<file path="src/rtl/restoring_divider_seq.sv">
// Sequential unsigned restoring divider.
// A packed operand bus {dividend, divisor} is latched on start, then one
// quotient bit is resolved per clock. The packed result {quotient, remainder}
// is published together with a one-cycle done pulse and held until the next
// result or reset.
module restoring_divider_seq #(
    parameter int WIDTH = 4
) (
    input  logic               clk,
    input  logic               rst,
    input  logic               start,
    input  logic [2*WIDTH-1:0] in,
    output logic [2*WIDTH-1:0] out,
    output logic               busy,
    output logic               done
);

    // Iteration counter is wide enough to index steps 0..WIDTH-1.
    localparam int CW = (WIDTH > 1) ? $clog2(WIDTH) : 1;
    localparam logic [CW-1:0] LAST_STEP = CW'(WIDTH - 1);

    typedef enum logic {
        IDLE,
        RUN
    } state_t;

    state_t state;
    state_t state_next;

    // Partial remainder carries one extra bit so the trial subtraction's
    // sign can be read straight from its MSB.
    logic [WIDTH:0]   acc;
    logic [WIDTH-1:0] quo;
    logic [WIDTH-1:0] div;
    logic [CW-1:0]    count;

    logic load;
    logic step;
    logic finish;

    logic [WIDTH:0]   acc_shift;
    logic [WIDTH:0]   trial;
    logic             trial_neg;
    logic [WIDTH:0]   acc_step;
    logic [WIDTH-1:0] quo_step;

    // One restoring step: shift {acc,quo} left, trial-subtract the divisor,
    // keep the difference only when it did not go negative.
    always_comb begin
        acc_shift = {acc[WIDTH-1:0], quo[WIDTH-1]};
        trial     = acc_shift - {1'b0, div};
        trial_neg = trial[WIDTH];
        acc_step  = trial_neg ? acc_shift : trial;
        quo_step  = {quo[WIDTH-2:0], ~trial_neg};
    end

    // State register.
    always_ff @(posedge clk or posedge rst) begin
        if (rst) begin
            state <= IDLE;
        end else begin
            state <= state_next;
        end
    end

    // Next-state decode: start is only honoured from IDLE, so requests
    // arriving while a division runs are dropped rather than queued.
    always_comb begin
        state_next = state;
        load       = 1'b0;
        step       = 1'b0;
        finish     = 1'b0;
        case (state)
            IDLE: begin
                if (start) begin
                    load       = 1'b1;
                    state_next = RUN;
                end
            end
            RUN: begin
                step = 1'b1;
                if (count == LAST_STEP) begin
                    finish     = 1'b1;
                    state_next = IDLE;
                end
            end
            default: begin
                state_next = IDLE;
            end
        endcase
    end

    // Working registers: operands are captured only on load, so the input
    // bus is free to change once the division is under way.
    always_ff @(posedge clk or posedge rst) begin
        if (rst) begin
            acc   <= '0;
            quo   <= '0;
            div   <= '0;
            count <= '0;
        end else if (load) begin
            acc   <= '0;
            quo   <= in[2*WIDTH-1:WIDTH];
            div   <= in[WIDTH-1:0];
            count <= '0;
        end else if (step) begin
            acc   <= acc_step;
            quo   <= quo_step;
            count <= count + CW'(1);
        end
    end

    // Result and handshake registers: the result is taken from the final
    // step's combinational values so it lands on the same edge as done.
    always_ff @(posedge clk or posedge rst) begin
        if (rst) begin
            out  <= '0;
            busy <= 1'b0;
            done <= 1'b0;
        end else begin
            done <= finish;
            if (load) begin
                busy <= 1'b1;
            end else if (finish) begin
                busy <= 1'b0;
            end
            if (finish) begin
                out <= {quo_step, acc_step[WIDTH-1:0]};
            end
        end
    end

endmodule

</file>
<file path="config.mk">
export PLATFORM = sky130hd
export DESIGN_NAME = restoring_divider_seq
export DESIGN_NICKNAME = d
export VERILOG_FILES = /design/src/rtl/restoring_divider_seq.sv
export SDC_FILE = /design/constraint.sdc
export NUM_CORES = 1
export LEC_CHECK = 0
export CORE_AREA = 2 2 68 44
export DETAILED_ROUTE_END_ITERATION = 12
export DIE_AREA = 0 0 70 46
export PLACE_DENSITY = 0.74
export SETUP_SLACK_MARGIN = 0.3
export SLEW_MARGIN = 30
export SYNTH_ARGS = -nofsm -noshare
export SYNTH_HDL_FRONTEND = slang
export SYNTH_SLANG_ARGS = --single-unit
</file>
<file path="constraint.sdc">
create_clock -name clk -period 2.65 [get_ports clk]
set_input_delay 0.265 -clock clk [delete_from_list [all_inputs] [get_ports clk]]
set_output_delay 0.265 -clock clk [all_outputs]
set_load 0.05 [all_outputs]
</file>
==> impl_summary.md, run 1 <==
Run status
The flow ran to the end, and the final reports show no timing, DRC or antenna violations.

Detailed routing
The count of unresolved DRC violations after routing is 0. The initial detailed-routing violation count is 58. Summing over every cut layer, the via total after detailed routing is 998.

The via density per instance is between 5 and 6. The pre-antenna-repair detailed-routing pass consisted of 4 iterations. The average routed wire per standard cell is 14.1 um.

Wires add up to 2.59 mm. The count of nets left with antenna violations once routing finished came out at 0.

STA
The achievable frequency is around 0.45 GHz. The final setup TNS is 0 ps. The number of pins exceeding their max-slew limit in the final report is 0.

The number of endpoints failing setup at the final stage is 0. The final critical delay including setup and external delays is 2240 ps. The number of endpoints with negative hold slack in the final report came to 0. Setup repair after global routing left no endpoint under its margin. The worst slew slack as a fraction of its limit is 65.2%.

In the finished design, the share of the clock period the worst path needs comes to between 80% and 90%. For the final database, setup skew stands at 4.84 ps. The minimum setup slack in the final design is 406 ps. For the pin with the worst max-slew slack, the measured transition is 522 ps.

Place
The post-placement cell area is approximately 1500 sq um. Input and output buffers added on the ports amount to 20. The cell count after placement is ~180. The HPWL after detailed placement is 1.85 mm. The pre-CTS setup slack is 314 ps. The congestion estimate from routability-driven global placement came to 0.756.

Global routing
The via count of the first global-routing pass is 921. The met1 track utilization from global routing is 23.6%. The initial antenna violation count is 0. Summed over all layers, the global routing overflow is 0. The most used routing layer is met2. The routing usage on met2 is 28.4%. For this run, global-route usage on met3 was measured as approximately 5.5%.

In the global route stage, overall resource usage came out at 17.9%. Entering global routing, the biggest net connects 26 pins. The wire length of the first global-routing pass is 4.28 mm.

Clock network
Clock-pin slew was measured on the worst setup and hold paths at ~80 ps. At the later pin of the worst-skew pair, clock insertion delay measures approximately 270 ps. The cell at the root of the clock tree is sky130_fd_sc_hd__clkbuf_8. The largest buffer count on any clock path is 2. CTS built an H-tree with a depth of 1.

Buffers inserted to repair hold after CTS numbered 0. The clock tree from TritonCTS is yes. TritonCTS created 3 clock buffers.

The clock net in this run drives a total of 25 sinks.

Worst setup path
The critical path goes through inv_1, ha_1, inv_1, fa_2, a211o_4, and2_4, or4_1, o211ai_1. STA classifies the critical path endpoint as a flip-flop. The worst-case reg-to-reg path depth is 8. The worst-path maximum fanout is 10. The kind of cell with the highest combined delay on the critical path is simple AND/OR/NAND/NOR gates.

The data arrival time at the worst-slack endpoint is 2430 ps. The number of logic stages on the critical path including buffering is 8. The cell with the largest stage delay on the worst path is sky130_fd_sc_hd__or4_1. At the worst endpoint, the required time is 2840 ps. STA classifies the critical path startpoint as a flip-flop. The critical path is of the flip-flop to flip-flop type. Among the stages of the critical path, the cell type that occurs most often is sky130_fd_sc_hd__inv_1. On the worst path, the slowest cell contributes a delay of a little under 500 ps.

Together, buffers and inverters on the worst path number 2.

Hold path
The path class of the tightest hold or removal check is input port to async pin.

Job
The number of violations of the max-capacitance limit is 0.

Synthesis
Sequential elements use 49.9% of the synthesized area. The gate count after technology mapping is 130. After synthesis, the largest family of logic cells by area is simple AND/OR/NAND/NOR gates. The synthesized area is 1250 sq um.

The count of state elements after synthesis is 25. The synthesized-area fraction occupied by and/or/nand/nor cells is 17.6%. The synthesized netlist devotes between 6 and 7% of its cell area to adder and majority cells. The synthesized net count is 147. The number of warnings issued by yosys is 0.

After synthesis, the share of cell area in mux cells is 4.09%. The mean cell area of the mapped netlist is 9.65 sq um. The synthesized-area fraction occupied by xor and xnor cells is 0.698%. The fraction of the mapped netlist area in compound gates is 16.0%.

The number of unique standard cell types used by synthesis is 38.

Floorplan
From left edge to right edge, the die measures 70 um. The die height is 46 um. The row count is 15.

The region available for standard cell placement spans 2670 sq um. The floorplan step defined a die boundary enclosing ~3200 sq um. Once the floorplan was initialized, standard cells occupied a little under half of the core. 21 I/O pins were placed.

Cells and area
From synthesis to final layout, the design area changed by 23.0%. Once layout is done, the placed cells without fillers occupy 1540 sq um. The post-route netlist has 8.67% of its cells at a drive strength greater than 1. The antenna diode instance count is 0.

The final non-filler cell total is 184. The net count reported at finish is 168.
[registers in the layout (all words and copies together) (netlist names)]
| name | cells |
|---|---|
| acc | 4 |
| busy | 1 |
| count | 2 |
| div | 4 |
| done | 1 |
| out | 8 |
| quo | 4 |
| state | 1 |
[synthesized netlist by cell type, drive strengths merged]
library cell / n / area share [%]
a211o: 1 / 0.80
a21o: 2 / 1.3
a21oi: 3 / 1.2
a22o: 1 / 0.70
a22oi: 1 / 0.60
a31oi: 3 / 1.5
a32oi: 2 / 1.4
and2: 2 / 1.2
and3b: 1 / 0.70
and4: 1 / 0.70
buf: 2 / 1.3
clkbuf: 5 / 1.5
dfrtp: 25 / 50
fa: 1 / 1.6
ha: 5 / 5.0
inv: 8 / 2.4
mux2: 1 / 0.90
mux2i: 4 / 3.2
nand2: 24 / 7.2
nand2b: 1 / 0.50
nand3: 1 / 0.40
nand3b: 1 / 0.60
nand4: 2 / 1.0
nor2: 8 / 2.4
nor2b: 1 / 0.50
nor3: 1 / 0.40
o211ai: 2 / 1.2
o21a: 1 / 0.60
o21ai: 12 / 4.8
o2bb2ai: 1 / 0.70
o31ai: 2 / 1.2
or2: 1 / 0.50
or3: 2 / 1.0
or4: 1 / 0.60
xor2: 1 / 0.70
[stage by stage]
stage / utilization [%] / hold WS (ps)
6_report: 57.9 / 342
5_1_grt: 57.9 / 379
4_1_cts: 57.4 / 345
3_5_place_dp: 55.4 / 473
3_3_place_gp: 55.4 / 460
2_1_floorplan: - / 292
[layer usage]
metal / routed length (um) / vias to the layer above
met1: 1260 / 470
met3: 140 / 7
met2: 1150 / 29
li1: - / 492
met4: 43 / 0
met5: 0 / -
[cell usage in the layout, fill, tap and decap left out, drive strengths merged, types with 2 or more instances in the layout]
cell	synthesis	routed
dfrtp	25	25
nand2	24	24
clkdlybuf4s50	0	20
o21ai	12	12
inv	8	8
nor2	8	8
ha	5	5
mux2i	4	4
clkbuf	5	4
a31oi	3	3
buf	2	3
a21oi	3	3
or3	2	2
o31ai	2	2
nand4	2	2
a32oi	2	2
o211ai	2	2
and2	2	2
a21o	2	2
[cell type report]
| class | instances | area (sq um) |
|---|---|---|
| fill | 235 | 1120 |
| tap | 34 | 42.5 |
| clock buffer | 4 | 45.0 |
| inverter | 8 | 30.0 |
| sequential | 25 | 626 |
| timing repair buffer | 23 | 223 |
| multi-input combinational | 90 | 578 |
[kinds of logic (layout without fill, tap and decap cells)]
kind of cell    count (synthesis)  after routing
simple gates                   47             47
mux                             5              5
flops                          25             25
compound gates                 31             31
xor+xnor                        1              1
fa+ha+maj                       6              6
buf+inv                        15             35
[worst paths after layout]
kind                       slack [ps]     end    from
setup / recovery                  410  acc[0]  quo[3]
hold / removal                    340    done     rst
setup reg to reg                  410  acc[0]  quo[3]
hold reg to reg                   490  out[7]  out[7]
max in group asynchronous        2070  out[2]     rst
min in group clk                  490  out[7]  out[7]
[worst reg2reg max path, stage by stage (launching register included)]
cell and delay (ps):
sky130_fd_sc_hd__dfrtp_1 390, sky130_fd_sc_hd__inv_1 60, sky130_fd_sc_hd__ha_1 150, sky130_fd_sc_hd__inv_1 70, sky130_fd_sc_hd__fa_2 360, sky130_fd_sc_hd__a211o_4 360
sky130_fd_sc_hd__and2_4 180, sky130_fd_sc_hd__or4_1 490, sky130_fd_sc_hd__o211ai_1 100
[timing repair]
| action | in CTS | in global routing |
|---|---|---|
| setup endpoints to repair | 1 | 6 |
| buffers inserted | 1 | 0 |
| pin swaps | 0 | 1 |
| gates resized for setup | 0 | 3 |
Power of run 1 is not shown: default switching activity piles up to over one toggle a cycle in this logic, so the estimate is an artifact.
==> run 2, diff against run 1 <==
==> constraint.sdc (replaced) <==
create_clock -name clk -period 2.2 [get_ports clk]
set_input_delay 0.22 -clock clk [delete_from_list [all_inputs] [get_ports clk]]
set_output_delay 0.22 -clock clk [all_outputs]
set_load 0.05 [all_outputs]
==> impl_summary.md, run 2 (synthesis results as in run 1) <==
Floorplan
The row count is 15 (unchanged). The horizontal extent of the die is 70 um (unchanged). The area of the core is 2670 sq um (unchanged). The number of I/O pins is 21 (unchanged).

The initial standard-cell utilization of the core is 47.1% (unchanged). The overall die area came to 3220 sq um (unchanged). The die height is 46 um (unchanged).

Place
The HPWL after detailed placement is 1.92 mm (was 1.85 mm). The pre-CTS setup slack was 10.7 ps (was 314 ps). The post-placement cell area is 1500 sq um (was 1480 sq um). The total of buffers placed on input and output ports is 20 (unchanged).

The routability congestion estimate is 0.820 (was 0.756).

Cells and area
The most common cell after layout, fill and taps aside is sky130_fd_sc_hd__dfrtp_1 (unchanged). The proportion of layout cells with a drive suffix above 1 came to 17.1% (was 8.67%). The net count reported at finish came to 176 (was 168). The flip-flop count of the largest register, all copies and words added is 8 (unchanged). The antenna diode instance count is 0 (unchanged). The number of fill cells in the layout is 207 (was 235). The register with the highest flop count is out (unchanged). Commonest cells after routing, fill and taps aside: sky130_fd_sc_hd__dfrtp_1, sky130_fd_sc_hd__nand2_1, sky130_fd_sc_hd__clkdlybuf4s50_1, sky130_fd_sc_hd__o21ai_0, sky130_fd_sc_hd__buf_4 (was sky130_fd_sc_hd__dfrtp_1, sky130_fd_sc_hd__nand2_1, sky130_fd_sc_hd__clkdlybuf4s50_1, sky130_fd_sc_hd__o21ai_0). The final non-filler cell area came to 1640 sq um (was 1540 sq um). The layout-stage area growth over the synthesis result is 31.0% (was 23.0%).

STA
The minimum setup slack in the final design is 17.3 ps (was 406 ps). The number of pins exceeding their max-slew limit in the final report was 0 (unchanged). The number of endpoints failing setup at the final stage is 0 (unchanged). The achievable frequency was 0.458 GHz (was 0.446 GHz). The pin slew with the least headroom to its limit is 557 ps (was 522 ps). Unrepaired setup endpoints after global routing: true (was false).

The number of endpoints with negative hold slack in the final report is 0 (unchanged). The worst slew slack as a fraction of its limit is 62.8% (was 65.2%). The final clock skew is 2.81 ps (was 4.84 ps). The post-route clock period utilization is 99.2% (was 84.7%).

The tightest hold margin is 291 ps (was 342 ps). The final setup TNS is 0 ps (unchanged). The final critical delay including setup and external delays was 2180 ps (was 2240 ps).

Global routing
The aggregate global-route resource usage is 20.2% (was 17.9%). The largest net degree at the start of global routing is 26 (unchanged). The wire length of the first global-routing pass is 4.92 mm (was 4.28 mm). The initial antenna violation count came to 0 (unchanged).

The leftover overflow at the end of global routing is 0 (unchanged). The via count of the first global-routing pass is 984 (was 921).

Clock network
The maximum level of the CTS H-tree came to 1 (unchanged). The cell at the root of the clock tree is sky130_fd_sc_hd__clkbuf_8 (unchanged). The number of sinks driven by the clock tree came to 25 (unchanged). The number of buffers created by CTS came to 3 (unchanged). The source-to-sink clock delay at the later pin of the worst-skew pair is 270 ps (about the same). The largest buffer count on any clock path is 2 (unchanged).

The count of hold-fix buffers inserted at cts is 0 (unchanged). The clock tree from TritonCTS is yes (unchanged). The register clock-pin slew on the reported worst setup and hold paths came to 80 ps (about the same).

Detailed routing
The count of unresolved DRC violations after routing is 0 (unchanged). The via density per instance is 5.70 (was 5.42). The average routed wire per standard cell is 15.6 um (was 14.1 um). The number of nets still failing antenna checks after routing is 0 (unchanged). The total via count after detailed routing is 1095 (was 998). The number of iterations in the first detailed-routing pass came to 4 (unchanged). The initial detailed-routing violation count is 86 (was 58). The total wirelength of the detailed-routed design is 2.99 mm (was 2.59 mm).

Worst setup path
The startpoint kind of the worst setup timing path is a flip-flop (unchanged). The setup slack of the worst register-to-register path is 20 ps (was 410 ps). The worst-path maximum fanout is 7 (was 10). The worst-case reg-to-reg path depth is 8 (unchanged). The critical path required time came to 2390 ps (was 2840 ps). The worst setup path category was flip-flop to flip-flop (unchanged). The data arrival time at the worst-slack endpoint is 2380 ps (was 2430 ps).

The endpoint type of the worst setup path is a flip-flop (unchanged).

Run status
Run status: finished clean (unchanged).

Job
The number of violations of the max-capacitance limit is 0 (unchanged).

Hold path
The type of the most critical hold path is input port to async pin (unchanged).
## run 2: changes by cell type in the layout (fill, tap and decap cells not counted), sizes merged
cell  before  now
a21o       2    3
buf        3   10
## run 2: routing by layer
layer | vias up | global-route usage (%) | wire length [um] | part of all wire (%)
met5 | - | 0 | 0 | 0
met4 | 0 | 5.77 | 35 | 1.2
met3 | 6 | 5.53 | 190 | 6.4
met2 | 41 | 32.8 | 1380 | 46
met1 | 541 | 27.1 | 1390 | 46
li1 | 507 | - | - | -
## run 2: final cells by class
type                            count  area [sq um]  share of cell area (%)
Sequential cell                    25           626                    38.1
Clock buffer                        4          45.0                    2.74
Inverter                            8          30.0                    1.83
Multi-Input combinational cell     91           622                    37.8
Tap cell                           34          42.5                    2.59
Timing Repair Buffer               30           279                    17.0
## run 2: repair_timing
action,CTS,global route
resized for setup,9,5
endpoints found under the setup margin,9,10
buffers inserted,4,2
pin swaps,3,4
gates cloned,0,1
## run 2: final timing paths
| check | from | endpoint |
|---|---|---|
| worst max-delay path | quo[3] | acc[0] |
| worst min-delay path | rst | out[2] |
| worst max register to register | quo[3] | acc[0] |
| worst min register to register | out[7] | out[7] |
| max in group asynchronous | rst | out[7] |
| min in group clk | out[7] | out[7] |
## run 2: per-stage QoR
stage,util (%),instances
floorplan,-,130
global placement,56.1,181
detailed placement,56.1,181
CTS,60.3,189
global route,61.7,192
finish,61.7,192
## run 2: worst max-delay path: stages, from the launching register on
cell and delay [ps]:
sky130_fd_sc_hd__dfrtp_1 390, sky130_fd_sc_hd__inv_1 60, sky130_fd_sc_hd__ha_2 180, sky130_fd_sc_hd__inv_2 40, sky130_fd_sc_hd__fa_2 350, sky130_fd_sc_hd__a211o_4 350, sky130_fd_sc_hd__and2_4 170, sky130_fd_sc_hd__or4_1 470
sky130_fd_sc_hd__o211ai_1 100
Power of run 2 is left out for the same reason.
==> run 3, diff against run 2 <==
--- a/config.mk
+++ b/config.mk
@@ -5,10 +5,13 @@
 export SDC_FILE = /design/constraint.sdc
 export NUM_CORES = 1
 export LEC_CHECK = 0
-export CORE_AREA = 2 2 68 44
+export CAP_MARGIN = 25
+export CELL_PAD_IN_SITES_DETAIL_PLACEMENT = 0
+export CELL_PAD_IN_SITES_GLOBAL_PLACEMENT = 1
+export CORE_AREA = 2 2 77 49
 export DETAILED_ROUTE_END_ITERATION = 12
-export DIE_AREA = 0 0 70 46
-export PLACE_DENSITY = 0.74
+export DIE_AREA = 0 0 79 51
+export PLACE_DENSITY_LB_ADDON = 0.1
 export SETUP_SLACK_MARGIN = 0.3
 export SLEW_MARGIN = 30
 export SYNTH_ARGS = -nofsm -noshare
==> impl_summary.md, run 3 (synthesis results as in run 1) <==
Worst setup path
The endpoint type of the worst setup path is a flip-flop (unchanged). Crit path cell chain: inv_1, ha_2, inv_2, fa_2, a211o_4, buf_4, a21o_4, and4_1, nand3b_1 (was inv_1, ha_2, inv_2, fa_2, a211o_4, and2_4, or4_1, o211ai_1). The worst setup path category is flip-flop to flip-flop (unchanged). The startpoint kind of the worst setup timing path was a flip-flop (unchanged). The cell with the largest stage delay on the worst path is sky130_fd_sc_hd__dfrtp_1 (was sky130_fd_sc_hd__or4_1). The data arrival time at the worst-slack endpoint came to 2310 ps (was 2380 ps). The critical path required time is 2350 ps (was 2390 ps).

The worst-path maximum fanout came to 7 (unchanged). The kind of cell with the highest combined delay on the critical path is compound AO/OA/AOI/OAI gates (was simple AND/OR/NAND/NOR gates). The largest stage delay on the critical path is 390 ps (was 470 ps). The critical path buffer and inverter count was 3 (was 2).

Place
The routability congestion estimate is 0.802 (was 0.820). The pre-CTS setup slack is 69.2 ps (was 10.7 ps). The HPWL after detailed placement is 2.06 mm (was 1.92 mm). The cell count after placement is 197 (was 181). The total of buffers placed on input and output ports is 20 (unchanged).

Floorplan
The area of the core is 3450 sq um (was 2670 sq um). The overall die area is 4030 sq um (was 3220 sq um). The number of I/O pins is 21 (unchanged). The row count is 17 (was 15). The horizontal extent of the die is 79 um (was 70 um).

The initial standard-cell utilization of the core is 36.4% (was 47.1%). The die height is 51 um (was 46 um).

Cells and area
The net count reported at finish came to 179 (was 176). Commonest cells after routing, fill and taps aside: sky130_fd_sc_hd__dfrtp_1, sky130_fd_sc_hd__nand2_1, sky130_fd_sc_hd__clkdlybuf4s50_1, sky130_fd_sc_hd__buf_4, sky130_fd_sc_hd__o21ai_0 (was sky130_fd_sc_hd__dfrtp_1, sky130_fd_sc_hd__nand2_1, sky130_fd_sc_hd__clkdlybuf4s50_1, sky130_fd_sc_hd__o21ai_0, sky130_fd_sc_hd__buf_4). The area used by multi-input combinational logic is 619 sq um (was 622 sq um). The layout-stage area growth over the synthesis result is 34.2% (was 31.0%). The final non-filler cell total is 208 (was 192).

The register with the highest flop count is out (unchanged). The number of fill cells in the layout is 338 (was 207). The flip-flop count of the largest register, all copies and words added came to 8 (unchanged). The area taken by flip-flops and latches is 626 sq um (unchanged). The antenna diode instance count is 0 (unchanged). The most common cell after layout, fill and taps aside was sky130_fd_sc_hd__dfrtp_1 (unchanged).

The proportion of layout cells with a drive suffix above 1 is 18.6% (was 17.1%).

Global routing
The leftover overflow at the end of global routing is 0 (unchanged). The via count of the first global-routing pass was 979 (was 984). The aggregate global-route resource usage is 16.0% (was 20.2%).

The wire length of the first global-routing pass is 4.88 mm (was 4.92 mm). The largest net degree at the start of global routing came to 26 (unchanged). The initial antenna violation count is 0 (unchanged).

Detailed routing
The number of iterations in the first detailed-routing pass came to 4 (unchanged). The count of unresolved DRC violations after routing is 0 (unchanged). The total via count after detailed routing is 1006 (was 1095). The number of nets still failing antenna checks after routing is 0 (unchanged). The initial detailed-routing violation count came to 54 (was 86).

The average routed wire per standard cell is 14.1 um (was 15.6 um). The via density per instance is 4.84 (was 5.70). The total wirelength of the detailed-routed design came to 2.93 mm (was 2.99 mm).

Clock network
The largest buffer count on any clock path was 2 (unchanged). The number of buffers created by CTS is 3 (unchanged). The source-to-sink clock delay at the later pin of the worst-skew pair came to 270 ps (about the same).

The register clock-pin slew on the reported worst setup and hold paths is 90 ps (was 80 ps). The maximum level of the CTS H-tree came to 1 (unchanged). The cell at the root of the clock tree is sky130_fd_sc_hd__clkbuf_8 (unchanged). The count of hold-fix buffers inserted at cts was 0 (unchanged).

The number of sinks driven by the clock tree is 25 (unchanged). The clock tree from TritonCTS is yes (unchanged).

STA
The number of pins exceeding their max-slew limit in the final report is 0 (unchanged). The pin slew with the least headroom to its limit is 530 ps (was 557 ps). Unrepaired setup endpoints after global routing: true (unchanged). The achievable frequency is 0.464 GHz (was 0.458 GHz). The final critical delay including setup and external delays came to 2160 ps (was 2180 ps). The tightest hold margin is 302 ps (was 291 ps). The minimum setup slack in the final design is 43.5 ps (was 17.3 ps).

The number of endpoints with negative hold slack in the final report was 0 (unchanged). The post-route clock period utilization is 98.0% (was 99.2%). The final clock skew is 4.00 ps (was 2.81 ps). The final setup TNS is 0 ps (unchanged). The worst slew slack as a fraction of its limit is 64.5% (was 62.8%). The number of endpoints failing setup at the final stage came to 0 (unchanged).

Hold path
The type of the most critical hold path is input port to async pin (unchanged).

Run status
Run status: finished clean (unchanged).

Job
The number of violations of the max-capacitance limit was 0 (unchanged).
[run 3: metrics by stage]
stage	util [%]	area, sq um
2_1_floorplan	-	1260
3_3_place_gp	44.5	1530
3_5_place_dp	44.5	1530
4_1_cts	47.0	1620
5_1_grt	48.9	1680
6_report	48.9	1680
[run 3: cell type report]
class	instances	area share, %
sequential	25	37.1
multi-input combinational	90	36.8
tap	47	3.49
clock buffer	4	2.67
inverter	8	1.78
timing repair buffer	34	18.1
[run 3: worst reg2reg max path: stages, from the launching register on]
cell                       delay (ps)
sky130_fd_sc_hd__dfrtp_1          390
sky130_fd_sc_hd__inv_1             60
sky130_fd_sc_hd__ha_2             170
sky130_fd_sc_hd__inv_2             40
sky130_fd_sc_hd__fa_2             350
sky130_fd_sc_hd__a211o_4          350
sky130_fd_sc_hd__buf_4            140
sky130_fd_sc_hd__a21o_4           240
sky130_fd_sc_hd__and4_1           160
sky130_fd_sc_hd__nand3b_1         150
[run 3: worst paths after layout]
check / from / to / slack (ps) / cells after the start
setup / recovery: quo[3] / acc[3] / 40 / 9
hold / removal: rst / done / 300 / 3
setup reg to reg: quo[3] / acc[3] / 40 / 9
hold reg to reg: out[6] / out[6] / 480 / 2
max in group asynchronous: rst / count[1] / 1650 / 3
min in group clk: out[6] / out[6] / 480 / 2
[run 3: timing repair]
| action | 4_1_cts | 5_1_grt |
|---|---|---|
| setup buffers | 4 | 3 |
| hold endpoints to repair | 0 | 0 |
| resized for setup | 2 | 9 |
| endpoints found under the setup margin | 9 | 10 |
| gates cloned | 0 | 0 |
| pin swaps | 1 | 1 |
[run 3: per-layer routing]
metal | share of wire (%) | GRT usage (%)
met2 | 41 | 22.7
met5 | 0 | 0
met3 | 5.1 | 4.06
met1 | 53 | 24.3
met4 | 0.48 | 3.45
Power of run 3 is left out for the same reason.
